File: src/rtl/fwd_hazard_unit_if.sv
// Signal bundle between the execute stage and the forwarding/hazard unit.
// The master side (pipeline) drives operand and writeback information; the
// slave side (hazard unit) returns resolved operands, forward flags, stall
// and statistics.
interface fwd_hazard_unit_if #(
  parameter int DATA_W = 32,
  parameter int REG_W  = 5
);
  logic [REG_W-1:0]  rs;
  logic [REG_W-1:0]  rt;
  logic [DATA_W-1:0] rs_data;
  logic [DATA_W-1:0] rt_data;
  logic [REG_W-1:0]  wr_regnum;
  logic              wr_en;
  logic              wr_is_load;
  logic [DATA_W-1:0] wr_data;
  logic [DATA_W-1:0] ld_data;
  logic              kill;
  logic [DATA_W-1:0] A_data;
  logic [DATA_W-1:0] B_data;
  logic              fwd_a;
  logic              fwd_b;
  logic              stall;
  logic [31:0]       stall_count;
  logic [31:0]       fwd_count;

  modport master (
    output rs, rt, rs_data, rt_data, wr_regnum, wr_en, wr_is_load,
           wr_data, ld_data, kill,
    input  A_data, B_data, fwd_a, fwd_b, stall, stall_count, fwd_count
  );

  modport slave (
    input  rs, rt, rs_data, rt_data, wr_regnum, wr_en, wr_is_load,
           wr_data, ld_data, kill,
    output A_data, B_data, fwd_a, fwd_b, stall, stall_count, fwd_count
  );
endinterface

File: src/rtl/fwd_hazard_unit.sv
// Forwarding and load-use hazard unit.
// Keeps a DEPTH-entry shift history of completed register writes (entry 0
// newest). Loads enter entry 0 as pending and pick up ld_data as they move
// into entry 1, so pending only ever lives in entry 0. Both operands are
// resolved combinationally against the history, newest match first; a match
// on a pending load raises stall and a bubble is captured.
// Optional macro HAZ_STATS_EN adds saturating stall/forward counters;
// without it the counter outputs are tied to zero.
module fwd_hazard_unit #(
  parameter int DATA_W   = 32,
  parameter int REG_W    = 5,
  parameter int DEPTH    = 2,
  parameter int ZERO_REG = 1
) (
  input logic clk,
  input logic reset,
  fwd_hazard_unit_if.slave bus
);

  // History storage
  logic              valid_q  [DEPTH];
  logic [REG_W-1:0]  regnum_q [DEPTH];
  logic [DATA_W-1:0] data_q   [DEPTH];
  logic              pend0_q;

  logic              valid_d  [DEPTH];
  logic [REG_W-1:0]  regnum_d [DEPTH];
  logic [DATA_W-1:0] data_d   [DEPTH];
  logic              pend0_d;

  logic              stall_w;
  logic              capture_w;
  logic              wr_valid_w;
  logic              fwd_a_w;
  logic              fwd_b_w;

  logic [REG_W-1:0]  src_reg  [2];
  logic [DATA_W-1:0] src_data [2];

  assign src_reg[0]  = bus.rs;
  assign src_reg[1]  = bus.rt;
  assign src_data[0] = bus.rs_data;
  assign src_data[1] = bus.rt_data;

  // A stalled or killed instruction leaves a bubble in entry 0.
  assign capture_w  = ~(stall_w | bus.kill);
  assign wr_valid_w = bus.wr_en & ~((ZERO_REG != 0) && (bus.wr_regnum == '0));

  assign valid_d[0]  = capture_w & wr_valid_w;
  assign regnum_d[0] = bus.wr_regnum;
  assign data_d[0]   = bus.wr_data;
  assign pend0_d     = capture_w & wr_valid_w & bus.wr_is_load;

  // Shift toward higher index; a pending load resolves on its way into entry 1.
  genvar gi;
  generate
    for (gi = 1; gi < DEPTH; gi++) begin : g_shift
      assign valid_d[gi]  = valid_q[gi-1];
      assign regnum_d[gi] = regnum_q[gi-1];
      if (gi == 1) begin : g_resolve
        assign data_d[gi] = pend0_q ? bus.ld_data : data_q[gi-1];
      end else begin : g_plain
        assign data_d[gi] = data_q[gi-1];
      end
    end
  endgenerate

  // History register; reset invalidates everything including a pending load.
  always_ff @(posedge clk or posedge reset) begin
    if (reset) begin
      for (int i = 0; i < DEPTH; i++) begin
        valid_q[i]  <= 1'b0;
        regnum_q[i] <= '0;
        data_q[i]   <= '0;
      end
      pend0_q <= 1'b0;
    end else begin
      for (int i = 0; i < DEPTH; i++) begin
        valid_q[i]  <= valid_d[i];
        regnum_q[i] <= regnum_d[i];
        data_q[i]   <= data_d[i];
      end
      pend0_q <= pend0_d;
    end
  end

  // Per-operand lookup: scan oldest to newest so the newest match overrides.
  generate
    for (gi = 0; gi < 2; gi++) begin : g_op
      logic              hit;
      logic              pend;
      logic [DATA_W-1:0] hdata;

      // Find the lowest-index valid entry whose regnum equals the source.
      always_comb begin
        hit   = 1'b0;
        pend  = 1'b0;
        hdata = '0;
        for (int i = DEPTH - 1; i >= 0; i--) begin
          if (valid_q[i] && (regnum_q[i] == src_reg[gi]) &&
              !((ZERO_REG != 0) && (src_reg[gi] == '0))) begin
            hit   = 1'b1;
            pend  = (i == 0) && pend0_q;
            hdata = data_q[i];
          end
        end
      end
    end
  endgenerate

  assign fwd_a_w    = g_op[0].hit & ~g_op[0].pend;
  assign fwd_b_w    = g_op[1].hit & ~g_op[1].pend;
  assign stall_w    = (g_op[0].hit & g_op[0].pend) | (g_op[1].hit & g_op[1].pend);

  assign bus.fwd_a  = fwd_a_w;
  assign bus.fwd_b  = fwd_b_w;
  assign bus.stall  = stall_w;
  assign bus.A_data = fwd_a_w ? g_op[0].hdata : src_data[0];
  assign bus.B_data = fwd_b_w ? g_op[1].hdata : src_data[1];

`ifdef HAZ_STATS_EN
  logic [31:0] stall_cnt_q;
  logic [31:0] fwd_cnt_q;

  // Saturating counts of stalled cycles and cycles that used a forward.
  always_ff @(posedge clk or posedge reset) begin
    if (reset) begin
      stall_cnt_q <= '0;
      fwd_cnt_q   <= '0;
    end else begin
      if (stall_w && !bus.kill && (stall_cnt_q != 32'hFFFF_FFFF))
        stall_cnt_q <= stall_cnt_q + 32'd1;
      if ((fwd_a_w || fwd_b_w) && !stall_w && !bus.kill &&
          (fwd_cnt_q != 32'hFFFF_FFFF))
        fwd_cnt_q <= fwd_cnt_q + 32'd1;
    end
  end

  assign bus.stall_count = stall_cnt_q;
  assign bus.fwd_count   = fwd_cnt_q;
`else
  assign bus.stall_count = '0;
  assign bus.fwd_count   = '0;
`endif

endmodule

File: src/flat_wrapper.sv
// flat-port wrapper written by rule: the top's interface ports become plain ports
module fwd_hazard_unit_flat 
#(
  parameter int DATA_W   = 32,
  parameter int REG_W    = 5,
  parameter int DEPTH    = 2,
  parameter int ZERO_REG = 1
)
  (clk, reset, bus_rs, bus_rt, bus_rs_data, bus_rt_data, bus_wr_regnum, bus_wr_en, bus_wr_is_load, bus_wr_data, bus_ld_data, bus_kill, bus_A_data, bus_B_data, bus_fwd_a, bus_fwd_b, bus_stall, bus_stall_count, bus_fwd_count);
  fwd_hazard_unit_if #(.DATA_W(DATA_W), .REG_W(REG_W)) bus_i ();
  input logic clk;
  input logic reset;
  input wire logic [$bits(bus_i.rs)-1:0] bus_rs;
  input wire logic [$bits(bus_i.rt)-1:0] bus_rt;
  input wire logic [$bits(bus_i.rs_data)-1:0] bus_rs_data;
  input wire logic [$bits(bus_i.rt_data)-1:0] bus_rt_data;
  input wire logic [$bits(bus_i.wr_regnum)-1:0] bus_wr_regnum;
  input wire logic [$bits(bus_i.wr_en)-1:0] bus_wr_en;
  input wire logic [$bits(bus_i.wr_is_load)-1:0] bus_wr_is_load;
  input wire logic [$bits(bus_i.wr_data)-1:0] bus_wr_data;
  input wire logic [$bits(bus_i.ld_data)-1:0] bus_ld_data;
  input wire logic [$bits(bus_i.kill)-1:0] bus_kill;
  output wire logic [$bits(bus_i.A_data)-1:0] bus_A_data;
  output wire logic [$bits(bus_i.B_data)-1:0] bus_B_data;
  output wire logic [$bits(bus_i.fwd_a)-1:0] bus_fwd_a;
  output wire logic [$bits(bus_i.fwd_b)-1:0] bus_fwd_b;
  output wire logic [$bits(bus_i.stall)-1:0] bus_stall;
  output wire logic [$bits(bus_i.stall_count)-1:0] bus_stall_count;
  output wire logic [$bits(bus_i.fwd_count)-1:0] bus_fwd_count;
  assign bus_i.rs = bus_rs;
  assign bus_i.rt = bus_rt;
  assign bus_i.rs_data = bus_rs_data;
  assign bus_i.rt_data = bus_rt_data;
  assign bus_i.wr_regnum = bus_wr_regnum;
  assign bus_i.wr_en = bus_wr_en;
  assign bus_i.wr_is_load = bus_wr_is_load;
  assign bus_i.wr_data = bus_wr_data;
  assign bus_i.ld_data = bus_ld_data;
  assign bus_i.kill = bus_kill;
  assign bus_A_data = bus_i.A_data;
  assign bus_B_data = bus_i.B_data;
  assign bus_fwd_a = bus_i.fwd_a;
  assign bus_fwd_b = bus_i.fwd_b;
  assign bus_stall = bus_i.stall;
  assign bus_stall_count = bus_i.stall_count;
  assign bus_fwd_count = bus_i.fwd_count;
  fwd_hazard_unit #(.DATA_W(DATA_W), .REG_W(REG_W), .DEPTH(DEPTH), .ZERO_REG(ZERO_REG)) u_core (.clk(clk), .reset(reset), .bus(bus_i));
endmodule
File: config.mk
export PLATFORM = sky130hd
export DESIGN_NAME = fwd_hazard_unit_flat
export DESIGN_NICKNAME = d
export VERILOG_FILES = /design/src/rtl/fwd_hazard_unit_if.sv /design/src/rtl/fwd_hazard_unit.sv /design/src/flat_wrapper.sv
export SDC_FILE = /design/constraint.sdc
export NUM_CORES = 1
export LEC_CHECK = 0
export BUFFER_PORTS_ARGS = -buffer_cell sky130_fd_sc_hd__buf_2
export CAP_MARGIN = 40
export CORE_AREA = 2 2 108 110
export CTS_CLUSTER_DIAMETER = 50
export DETAILED_ROUTE_END_ITERATION = 16
export DIE_AREA = 0 0 110 112
export PLACE_DENSITY_LB_ADDON = 0.08
export SYNTH_ARGS = -nofsm -noshare
export SYNTH_HDL_FRONTEND = slang
export SYNTH_SLANG_ARGS = --single-unit
File: constraint.sdc
create_clock -name clk -period 3.7 [get_ports clk]
set_input_delay 0.925 -clock clk [delete_from_list [all_inputs] [get_ports clk]]
set_output_delay 0.925 -clock clk [all_outputs]
set_load 0.01 [all_outputs]
==> summary.txt, run 1 <==
Clock tree
  – Post-CTS Hold Buffers: 0
  – CTS Buffer Depth: 2
  – Htree depth: 3
  – CTS Sinks: a little under 80
  – Clk Tree Root Cell: clkbuf_16
  – Post-CTS Setup Inserts: 0
  – CTS Buf Count: 9
  – CTS tree: done
  – Clk_lat worst skew: between 0.3 and 0.4 ns
  – CTS resizes: 0
  – Worst-path clk slew: ~0.060 ns

Logic synthesis
  – Ys flop type: dfrtp_1
  – Yosys top cell area share: 0.4395
  – Compound-gate portion of the synthesized area: 0.2135
  – Netlist Area Pre-Place: ~0.0044 mm²
  – Post-synthesis xor/xnor area fraction: 0.03596
  – Most frequent cells after synthesis: dfrtp_1, buf_4, o21a_1
  – Synth Register Bits: just under 80
  – Gate Count Post-Synth: ~380
  – Area leader, netlist: dfrtp_1
  – Post-Synth Simple-Gate Area: 0.08191
  – Mux cell area share after synthesis: 0.08219
  – Main combinational cell family by area after synthesis: compound AO/OA/AOI/OAI gates
  – Synth top area cells: dfrtp_1, buf_4, mux2_2
  – Post-synth EDFFs: 0
  – Seq/Total Area, Yosys: 0.4395
  – Yosys Warn Count: 0
  – Most frequent cell after synthesis: dfrtp_1
  – FFs w/ async S/R, synth: 1.000
  – Syn_area_per_cell: roughly 12 µm²
  – Unique masters post-synth: 36
  – Synthesized-area fraction occupied by adder cells: 0

Timing
  – Slew Viols, Final: 0
  – Setup TNS: 0 ns
  – Setup Viol. Count Final: 0
  – Worst Setup Slack, final: 0.1777 ns
  – Tmin final: between 3 and 4 ns
  – RSZ-0062 raised after global routing: false
  – Final Cycle Share: 0.9520
  – Clk_skew: 0.004842 ns
  – Final hold violation count: 0
  – Peak Freq: ~280 MHz

Route
  – Via-to-Cell Ratio: between 4 and 5
  – Routed WL: between 10000 and 15000 µm
  – Pre-antenna DRT Iters: 4
  – Antenna-violating nets left: 0
  – Starting DRT DRC Count: approximately 130
  – WL/cell: around 17 µm
  – Via count: between 3000 and 4000
  – DR DRC count: 0

Worst setup path
  – Worst reg2reg setup slack: roughly 2.1 ns
  – R2r worst-path depth: 5
  – Worst path required time: approximately 2.8 ns
  – Worst R2R End: u_core.valid_d[0]$_DFF_PP0_
  – Critical path launch point: bus_rt[3]
  – Worst setup EP type: primary output
  – R2R Path Start: u_core.regnum_d[3]$_DFF_PP0_
  – Crit path capture: bus_B_data[31]
  – Worst Path Arrival: between 2 and 3 ns
  – Worst-path fanout max: 12
  – Startpoint Class: primary input
  – Setup CP Type: in2out

GRT
  – Number of global-route vias before repair: 3754
  – Overall Global Routing Usage: 0.2014
  – Gr ovfl total: 0
  – Initial antenna violation count: 1
  – Largest net degree at the start of global routing: 38
  – First-pass GRT wire length: about 19000 µm

Hold path
  – Hold depth: 0
  – Worst hold-check path type: reg2reg

Cells and area
  – Layout cell share with drive strength beyond 1: 0.5008
  – NumNets Final: ~740
  – Fin area: 0.005695 mm²
  – Synth-to-Final Area Change: 29.91%
  – Layout Cells excl Fill: approximately 740
  – # fillers: between 1000 and 1500

Pwr
  – P_leak: ~2.7 nW
  – Pwr per Cell Area: 372.5 mW/mm²
  – Tot Pwr: approximately 0.0021 W
  – Worst VDD drop: approximately 0.00017 V

Place
  – DP Area: 0.005404 mm²
  – Placed cells: 728
  – Dpl hpwl: approximately 9300 µm
  – IO Port Bufs: 214
  – Placer's final routability congestion estimate: 0.7989
  – Post-Place Setup Slack: ~0.17 ns

Floorplanning
  – Core Area: 0.01117 mm²
  – Die area: between 0.01 and 0.015 mm²
  – Top Ports: 279
  – Row count: 39
  – Die width: between 100 and 150 µm
  – Starting Density: 0.3923
  – Die Ht: 112 µm

Run status
  – Outcome: complete, no violations

Run
  – Max-cap violation count: 0
-- cell type report --
type	count	area, µm²	area share
clock buffers	10	239.0	0.04196
flip-flops and latches	77	1927	0.3383
inverters	3	12.51	0.002197
clock inverters	4	50.05	0.008787
well taps	143	178.9	0.03141
repair buffers	231	1224	0.2149
multi-input cells	274	2062	0.3620
diodes	1	2.502	0.0004394
-- placed cells by master, fill, tap and decap left out, types with 2 or more instances in the layout --
master	netlist	routed
buf_2	8	214
dfrtp_1	77	77
conb_1	1	64
o21a_1	33	33
mux2_2	32	32
o22a_1	32	32
nand2b_1	32	32
o221a_1	17	17
o221a_2	15	15
buf_4	66	15
xor2_1	12	12
clkbuf_16	0	9
xnor2_1	6	6
nor4_1	3	3
nand2_1	3	3
nand3_1	3	3
nor2_1	3	3
inv_1	3	2
nand4_1	2	2
nor4_2	2	2
clkinv_2	0	2
clkinvlp_4	0	2
buf_12	0	2
-- flip-flops by register name (all words and copies together) (netlist names) --
register and count:
u_core.pend0_q 1, u_core.regnum_q 5, u_core.valid_d 1, u_core.regnum_d 5, u_core.valid_q 1, u_core.data_q 64
-- how the worst min path moves through the flow --
stage,from,endpoint,slack (ns)
6_report,u_core.valid_d[0]$_DFF_PP0_,u_core.valid_q[0]$_DFF_PP0_,0.45
4_1_cts,u_core.valid_d[0]$_DFF_PP0_,u_core.valid_q[0]$_DFF_PP0_,0.45
2_1_floorplan,u_core.valid_d[0]$_DFF_PP0_,u_core.valid_q[0]$_DFF_PP0_,0.40
3_3_place_gp,u_core.regnum_d[1]$_DFF_PP0_,u_core.regnum_q[1]$_DFF_PP0_,0.43
5_1_grt,u_core.valid_d[0]$_DFF_PP0_,u_core.valid_q[0]$_DFF_PP0_,0.47
3_5_place_dp,u_core.valid_d[0]$_DFF_PP0_,u_core.valid_q[0]$_DFF_PP0_,0.43
-- stage by stage --
| step | hold WS (ns) | utilization |
|---|---|---|
| floorplan | 0.3985 | - |
| global placement | 0.4330 | 0.4818 |
| detailed placement | 0.4332 | 0.4836 |
| CTS | 0.4463 | 0.5095 |
| global route | 0.4711 | 0.5097 |
| finish | 0.4470 | 0.5097 |
-- cells by family (layout without fill, tap and decap cells) --
group / count (synthesis) / in the layout
compound gates: 103 / 103
other cells: 1 / 65
simple gates: 57 / 57
buf+inv: 90 / 248
xor+xnor: 18 / 18
mux: 32 / 32
flops: 77 / 77
-- metal layers --
metal / vias to the layer above / GRT usage / share of wire
met3: 17 / 0.03981 / 0.073
met1: 1737 / 0.2211 / 0.37
met4: 0 / 0.07004 / 0.015
met5: - / 0 / 0
met2: 170 / 0.3759 / 0.55
li1: 1686 / - / -
-- report_power, final --
part,internal (W),switching [W],total (W)
logic,0.000169,0.000161,0.000331
clock network,0.000532,0.000331,0.000863
registers,0.000892,0.0000357,0.000928
total,0.00159,0.000528,0.00212
-- worst max-delay path: stages --
cell and delay (ns):
buf_2 0.13, xor2_1 0.15, nor4_2 0.40, nand3_1 0.15
a31o_2 0.25, buf_4 0.19, o221a_2 0.26, buf_2 0.14
(Power assumes the default switching activity.)
==> inputs of run 2 (changes only) <==
- RECOVER_POWER: not set -> 25
==> run 2 against run 1 <==
- sequential power about the same
- sequential share of layout area is essentially flat
- clock skew about the same
- first-iteration DRC count fell by 8.3%
- final area about the same
- total power about the same
- worst hold slack gained 0.00087 ns
- utilization hardly changed
- combinational power barely moved
- wire length is essentially flat
- via count grew 0.22%
- sequential cell count did not move
- largest power group unchanged
==> summary.txt, run 2 (synthesis gave the netlist of run 1 again) <==
Run status
  – Outcome: complete, no violations

Pwr
  – Pwr per Cell Area: 372.6 mW/mm² (about the same)
  – Worst VDD drop: 0.0001680 V (about the same)
  – Tot Pwr: 0.002121 W (about the same)
  – P_leak: 2.663 nW (-0.25%)

Route
  – Starting DRT DRC Count: 121 (-8.3%)
  – DR DRC count: 0 (unchanged)
  – Via count: 3618 (+0.22%)
  – Routed WL: 12280 µm (about the same)
  – Antenna-violating nets left: 0 (unchanged)
  – Pre-antenna DRT Iters: 4 (unchanged)
  – Via-to-Cell Ratio: 4.869 (+0.22%)
  – WL/cell: 16.53 µm (about the same)

Worst setup path
  – Critical-path cell list: buf_2 > xor2_1 > nor4_2 > nand3_1 > a31o_2 > buf_4 > o221a_2 > buf_2
  – Startpoint Class: primary input
  – Slowest cell delay on critical path: 0.40 ns (about the same)
  – Worst Path Arrival: 2.60 ns (about the same)
  – Setup CP Type: in2out
  – CP bufs+invs: 3 (unchanged)
  – Slowest CP cell: nor4_2
  – Worst path top cell family by delay: simple AND/OR/NAND/NOR gates
  – Most frequent CP cell: buf_2
  – Worst setup EP type: primary output
  – Worst reg2reg setup slack: 2.11 ns (about the same)
  – Worst-path fanout max: 12 (unchanged)
  – Worst path required time: 2.77 ns (about the same)

GRT
  – Number of global-route vias before repair: 3754 (unchanged)
  – Largest net degree at the start of global routing: 38 (unchanged)
  – Initial antenna violation count: 1 (unchanged)
  – Overall Global Routing Usage: 0.2014 (unchanged)
  – First-pass GRT wire length: 18930 µm (unchanged)
  – Gr ovfl total: 0 (unchanged)

Floorplanning
  – Die Ht: 112 µm (unchanged)
  – Row count: 39 (unchanged)
  – Core Area: 0.01117 mm² (unchanged)
  – Top Ports: 279 (unchanged)
  – Starting Density: 0.3923 (unchanged)
  – Die area: 0.01232 mm² (unchanged)
  – Die width: 110 µm (unchanged)

Place
  – Dpl hpwl: 9340 µm (unchanged)
  – IO Port Bufs: 214 (unchanged)
  – Placed cells: 728 (unchanged)
  – Post-Place Setup Slack: 0.1725 ns (unchanged)
  – Placer's final routability congestion estimate: 0.7989 (unchanged)

Run
  – Max-cap violation count: 0 (unchanged)

Clock tree
  – Post-CTS Hold Buffers: 0 (unchanged)
  – CTS Sinks: 77 (unchanged)
  – Worst-path clk slew: 0.06 ns (about the same)
  – Clk Tree Root Cell: clkbuf_16
  – Post-CTS Setup Inserts: 0 (unchanged)
  – Htree depth: 3 (unchanged)
  – Clk_lat worst skew: 0.33 ns (about the same)
  – CTS resizes: 0 (unchanged)
  – CTS Buffer Depth: 2 (unchanged)
  – CTS Buf Count: 9 (unchanged)
  – CTS tree: done

Timing
  – RSZ-0062 raised after global routing: false
  – Max-slew headroom: 0.4539
  – Setup Viol. Count Final: 0 (unchanged)
  – Setup TNS: 0 ns (unchanged)
  – Peak Freq: 284.0 MHz (about the same)
  – Worst Setup Slack, final: 0.1785 ns (+0.0008150 ns)
  – Least-Margin Pin Slew: 0.8146 ns
  – Final hold violation count: 0 (unchanged)
  – Slew Viols, Final: 0 (unchanged)
  – Final Cycle Share: 0.9517 (about the same)
  – Clk_skew: 0.005030 ns (+0.0001886 ns)
  – Tmin final: 3.521 ns (-0.0008150 ns)
  – Hold Worst Slack: 0.4479 ns (+0.0008670 ns)

Hold path
  – Worst hold-check path type: reg2reg

Cells and area
  – Most flop-heavy register: u_core.data_q
  – Most frequent cells in the layout: buf_2, dfrtp_1, conb_1, o21a_1
  – Max reg flops: 64 (unchanged)
  – # fillers: 1049 (+0.095%)
  – Layout Cells excl Fill: 743 (unchanged)
  – Layout cell share with drive strength beyond 1: 0.4992 (-0.001669)
  – Most common cell after layout, fill and taps aside: buf_2
  – NumNets Final: 744 (unchanged)
  – Synth-to-Final Area Change: 29.88% (about the same)
[run 2: worst paths after layout]
check	start	endpoint	cells past startpoint
setup / recovery	bus_rt[3]	bus_B_data[31]	8
hold / removal	u_core.valid_d[0]$_DFF_PP0_	u_core.valid_q[0]$_DFF_PP0_	0
setup reg to reg	u_core.regnum_d[3]$_DFF_PP0_	u_core.valid_d[0]$_DFF_PP0_	5
hold reg to reg	u_core.valid_d[0]$_DFF_PP0_	u_core.valid_q[0]$_DFF_PP0_	0
max in group asynchronous	reset	u_core.data_q[47]$_DFF_PP0_	4
min in group asynchronous	reset	u_core.data_q[61]$_DFF_PP0_	2
[run 2: area by class of cell]
class / instances / area, µm² / area share
antenna: 1 / 2.502 / 0.0004395
clock inverter: 4 / 50.05 / 0.008789
tap: 143 / 178.9 / 0.03142
sequential: 77 / 1927 / 0.3384
timing repair buffer: 231 / 1222 / 0.2147
inverter: 3 / 12.51 / 0.002197
multi-input combinational: 274 / 2062 / 0.3621
clock buffer: 10 / 239.0 / 0.04197
[run 2: routing by layer]
metal / track usage / share of wire / up-vias
met3: 0.03981 / 0.075 / 16
met1: 0.2211 / 0.36 / 1741
li1: - / - / 1688
met5: 0 / 0 / -
met2: 0.3759 / 0.55 / 173
met4: 0.07004 / 0.015 / 0
[run 2: power by group]
group          internal (W)  switching, W  total (W)
Combinational      0.000169      0.000161   0.000330
Sequential         0.000892     0.0000355   0.000928
Clock              0.000532      0.000331   0.000863
Total               0.00159      0.000528    0.00212
[run 2: metrics by stage]
| stage | area, µm² | utilization |
|---|---|---|
| finish | 5694 | 0.5096 |
| global route | 5694 | 0.5096 |
| CTS | 5693 | 0.5095 |
| detailed placement | 5404 | 0.4836 |
| global placement | 5384 | 0.4818 |
| floorplan | 4621 | - |
==> inputs of run 3 (changes only) <==
- CELL_PAD_IN_SITES_DETAIL_PLACEMENT: not set -> 0
- CELL_PAD_IN_SITES_GLOBAL_PLACEMENT: not set -> 1
- CORE_AREA: 2 2 108 110 -> not set
- CORE_MARGIN: not set -> 2
- CORE_UTILIZATION: not set -> 31
- DIE_AREA: 0 0 110 112 -> not set
==> run 3 against run 2 <==
- register-to-register slack better by 0.06 ns
- clock power down 11%
- die area up 23%
- sequential share of layout area down 0.35 points
- largest cell class unchanged
- sequential cell count unchanged
- clock skew about the same
- non-clock buffer count unchanged
- maximum frequency down 0.79%
- wire length up 10%
- combinational power up 2%
==> summary.txt, run 3 (synthesis gave the netlist of run 1 again) <==
Run status
  – Outcome: complete, no violations

Pwr
  – Worst VDD drop: 0.0001751 V (+4.2%)
  – Pwr per Cell Area: 352.8 mW/mm² (-5.3%)
  – Tot Pwr: 0.002031 W (-4.3%)
  – P_leak: 2.649 nW (-0.54%)

Cells and area
  – Fin area: 0.005757 mm² (+1.1%)
  – Synth-to-Final Area Change: 31.31%
  – Max reg flops: 64 (unchanged)
  – NumNets Final: 744 (unchanged)
  – Most common cell after layout, fill and taps aside: buf_2
  – Layout Cells excl Fill: 781 (+5.1%)
  – Layout cell share with drive strength beyond 1: 0.4908 (-0.008347)
  – Most frequent cells in the layout: buf_2, dfrtp_1, conb_1, o21a_1
  – # fillers: 1410 (+34%)
  – Most flop-heavy register: u_core.data_q

GRT
  – Met3 Usage GRT: 0.05535 (+0.01554)
  – Met2 GRT Util: 0.3222 (-0.05370)
  – Number of global-route vias before repair: 3723 (-0.83%)
  – Initial antenna violation count: 2 (+1)
  – Gr busiest metal: met2
  – Gr ovfl total: 0 (unchanged)
  – Overall Global Routing Usage: 0.1806 (-0.02078)
  – First-pass GRT wire length: 19940 µm (+5.4%)
  – Largest net degree at the start of global routing: 34 (-11%)
  – Routing usage on met1: 0.2011 (-0.02005)

Clock tree
  – Clk_lat worst skew: 0.34 ns (about the same)
  – CTS tree: done
  – Worst-path clk slew: 0.05 ns (about the same)
  – Clk Tree Root Cell: clkbuf_16
  – Htree depth: 3 (unchanged)
  – CTS Buf Count: 9 (unchanged)
  – CTS Buffer Depth: 2 (unchanged)
  – CTS Sinks: 77 (unchanged)
  – Post-CTS Hold Buffers: 0 (unchanged)

Floorplanning
  – Die width: 122.9 µm (+12%)
  – Row count: 43 (+10%)
  – Die area: 0.01511 mm² (+23%)
  – Top Ports: 279 (unchanged)
  – Starting Density: 0.3171 (-0.07527)
  – Die Ht: 122.9 µm (+9.8%)
  – Core Area: 0.01383 mm² (+24%)

Place
  – Placed cells: 765 (+5.1%)
  – DP Area: 0.005507 mm² (+1.9%)
  – Post-Place Setup Slack: 0.04009 ns (-0.1324 ns)
  – Placer's final routability congestion estimate: 0.7428 (-7.0%)
  – Dpl hpwl: 10170 µm (+8.9%)
  – IO Port Bufs: 214 (unchanged)

Hold path
  – Worst Hold Path EP: u_core.regnum_q[1]$_DFF_PP0_
  – Worst Hold Launch: u_core.regnum_d[1]$_DFF_PP0_
  – Hold depth: 0 (unchanged)
  – Worst hold-check path type: reg2reg

Timing
  – Clk_skew: 0.004551 ns (-0.0004798 ns)
  – Setup Viol. Count Final: 0 (unchanged)
  – Max-slew headroom: 0.3977 (-0.05621)
  – Peak Freq: 281.7 MHz (-0.79%)
  – Hold Worst Slack: 0.4355 ns (-0.01238 ns)
  – Least-Margin Pin Slew: 0.8985 ns (+0.08386 ns)
  – Final hold violation count: 0 (unchanged)
  – Tmin final: 3.550 ns (+0.02806 ns)
  – Final Cycle Share: 0.9593 (+0.007584)
  – Slew Viols, Final: 0 (unchanged)
  – Worst Setup Slack, final: 0.1505 ns (-0.02806 ns)

Route
  – DR DRC count: 0 (unchanged)
  – Starting DRT DRC Count: 130 (+7.4%)
  – Via-to-Cell Ratio: 4.671 (-4.1%)
  – Via count: 3648 (+0.83%)
  – WL/cell: 17.33 µm (+4.9%)
  – Pre-antenna DRT Iters: 5 (+1)
  – Antenna-violating nets left: 0 (unchanged)
  – Routed WL: 13530 µm (+10%)

Run
  – Max-cap violation count: 0 (unchanged)

Worst setup path
  – Worst path required time: 2.77 ns (about the same)
  – Worst Path Arrival: 2.62 ns (+0.02 ns)
  – R2r worst-path depth: 5 (unchanged)
  – Startpoint Class: primary input
  – Worst setup EP type: primary output
  – Worst reg2reg setup slack: 2.17 ns (+0.06 ns)
  – Worst-path fanout max: 9 (-3)
  – R2R Path Start: u_core.regnum_d[4]$_DFF_PP0_
  – Setup CP Type: in2out
  – Worst R2R End: u_core.valid_d[0]$_DFF_PP0_
==> run 3: critical path, stage by stage <==
cell,delay [ns]
buf_2,0.13
nor4_2,0.37
a211o_1,0.27
or2_1,0.26
buf_4,0.24
o22a_1,0.19
o21a_1,0.12
buf_2,0.12
==> run 3: repair_timing <==
action / in CTS / in global routing
setup endpoints to repair: 0 / 32
buffers inserted: 0 / 0
gates resized for setup: 0 / 1
==> run 3: per-layer routing <==
metal	vias to the layer above	share of wire	wire (µm)
li1	1697	-	-
met2	183	0.52	7016
met5	-	0	0
met3	16	0.082	1108
met4	0	0.019	255
met1	1752	0.38	5154
==> run 3: cell type report <==
type / instances / area (µm²) / area share
well taps: 180 / 225.2 / 0.03912
clock inverters: 3 / 15.01 / 0.002608
diodes: 2 / 5.005 / 0.0008694
inverters: 3 / 12.51 / 0.002173
multi-input cells: 274 / 2073 / 0.3601
flip-flops and latches: 77 / 1928 / 0.3349
clock buffers: 11 / 232.7 / 0.04043
repair buffers: 231 / 1265 / 0.2197
==> run 3: metrics by stage <==
stage | util | setup TNS, ns
after floorplan | - | 0
after global placement | 0.3968 | 0
after detailed placement | 0.3982 | 0
after CTS | 0.4162 | 0
after global routing | 0.4162 | -0.006589
final | 0.4163 | 0
==> run 3: worst max path at each step <==
stage,start,end,slack (ns),cells past startpoint
after floorplan,bus_rs[3],bus_A_data[10],0.60,7
after global placement,bus_rs[1],bus_A_data[13],0.05,8
after detailed placement,bus_rs[1],bus_A_data[13],0.04,8
after CTS,bus_rs[1],bus_A_data[13],0.04,8
after global routing,bus_rs[1],bus_A_data[13],-0.007,8
final,bus_rs[1],bus_A_data[13],0.15,8
==> run 3: report_power, final <==
part | internal [W] | switching (W)
logic | 0.000171 | 0.000165
clock network | 0.000443 | 0.000325
registers | 0.000893 | 0.0000346
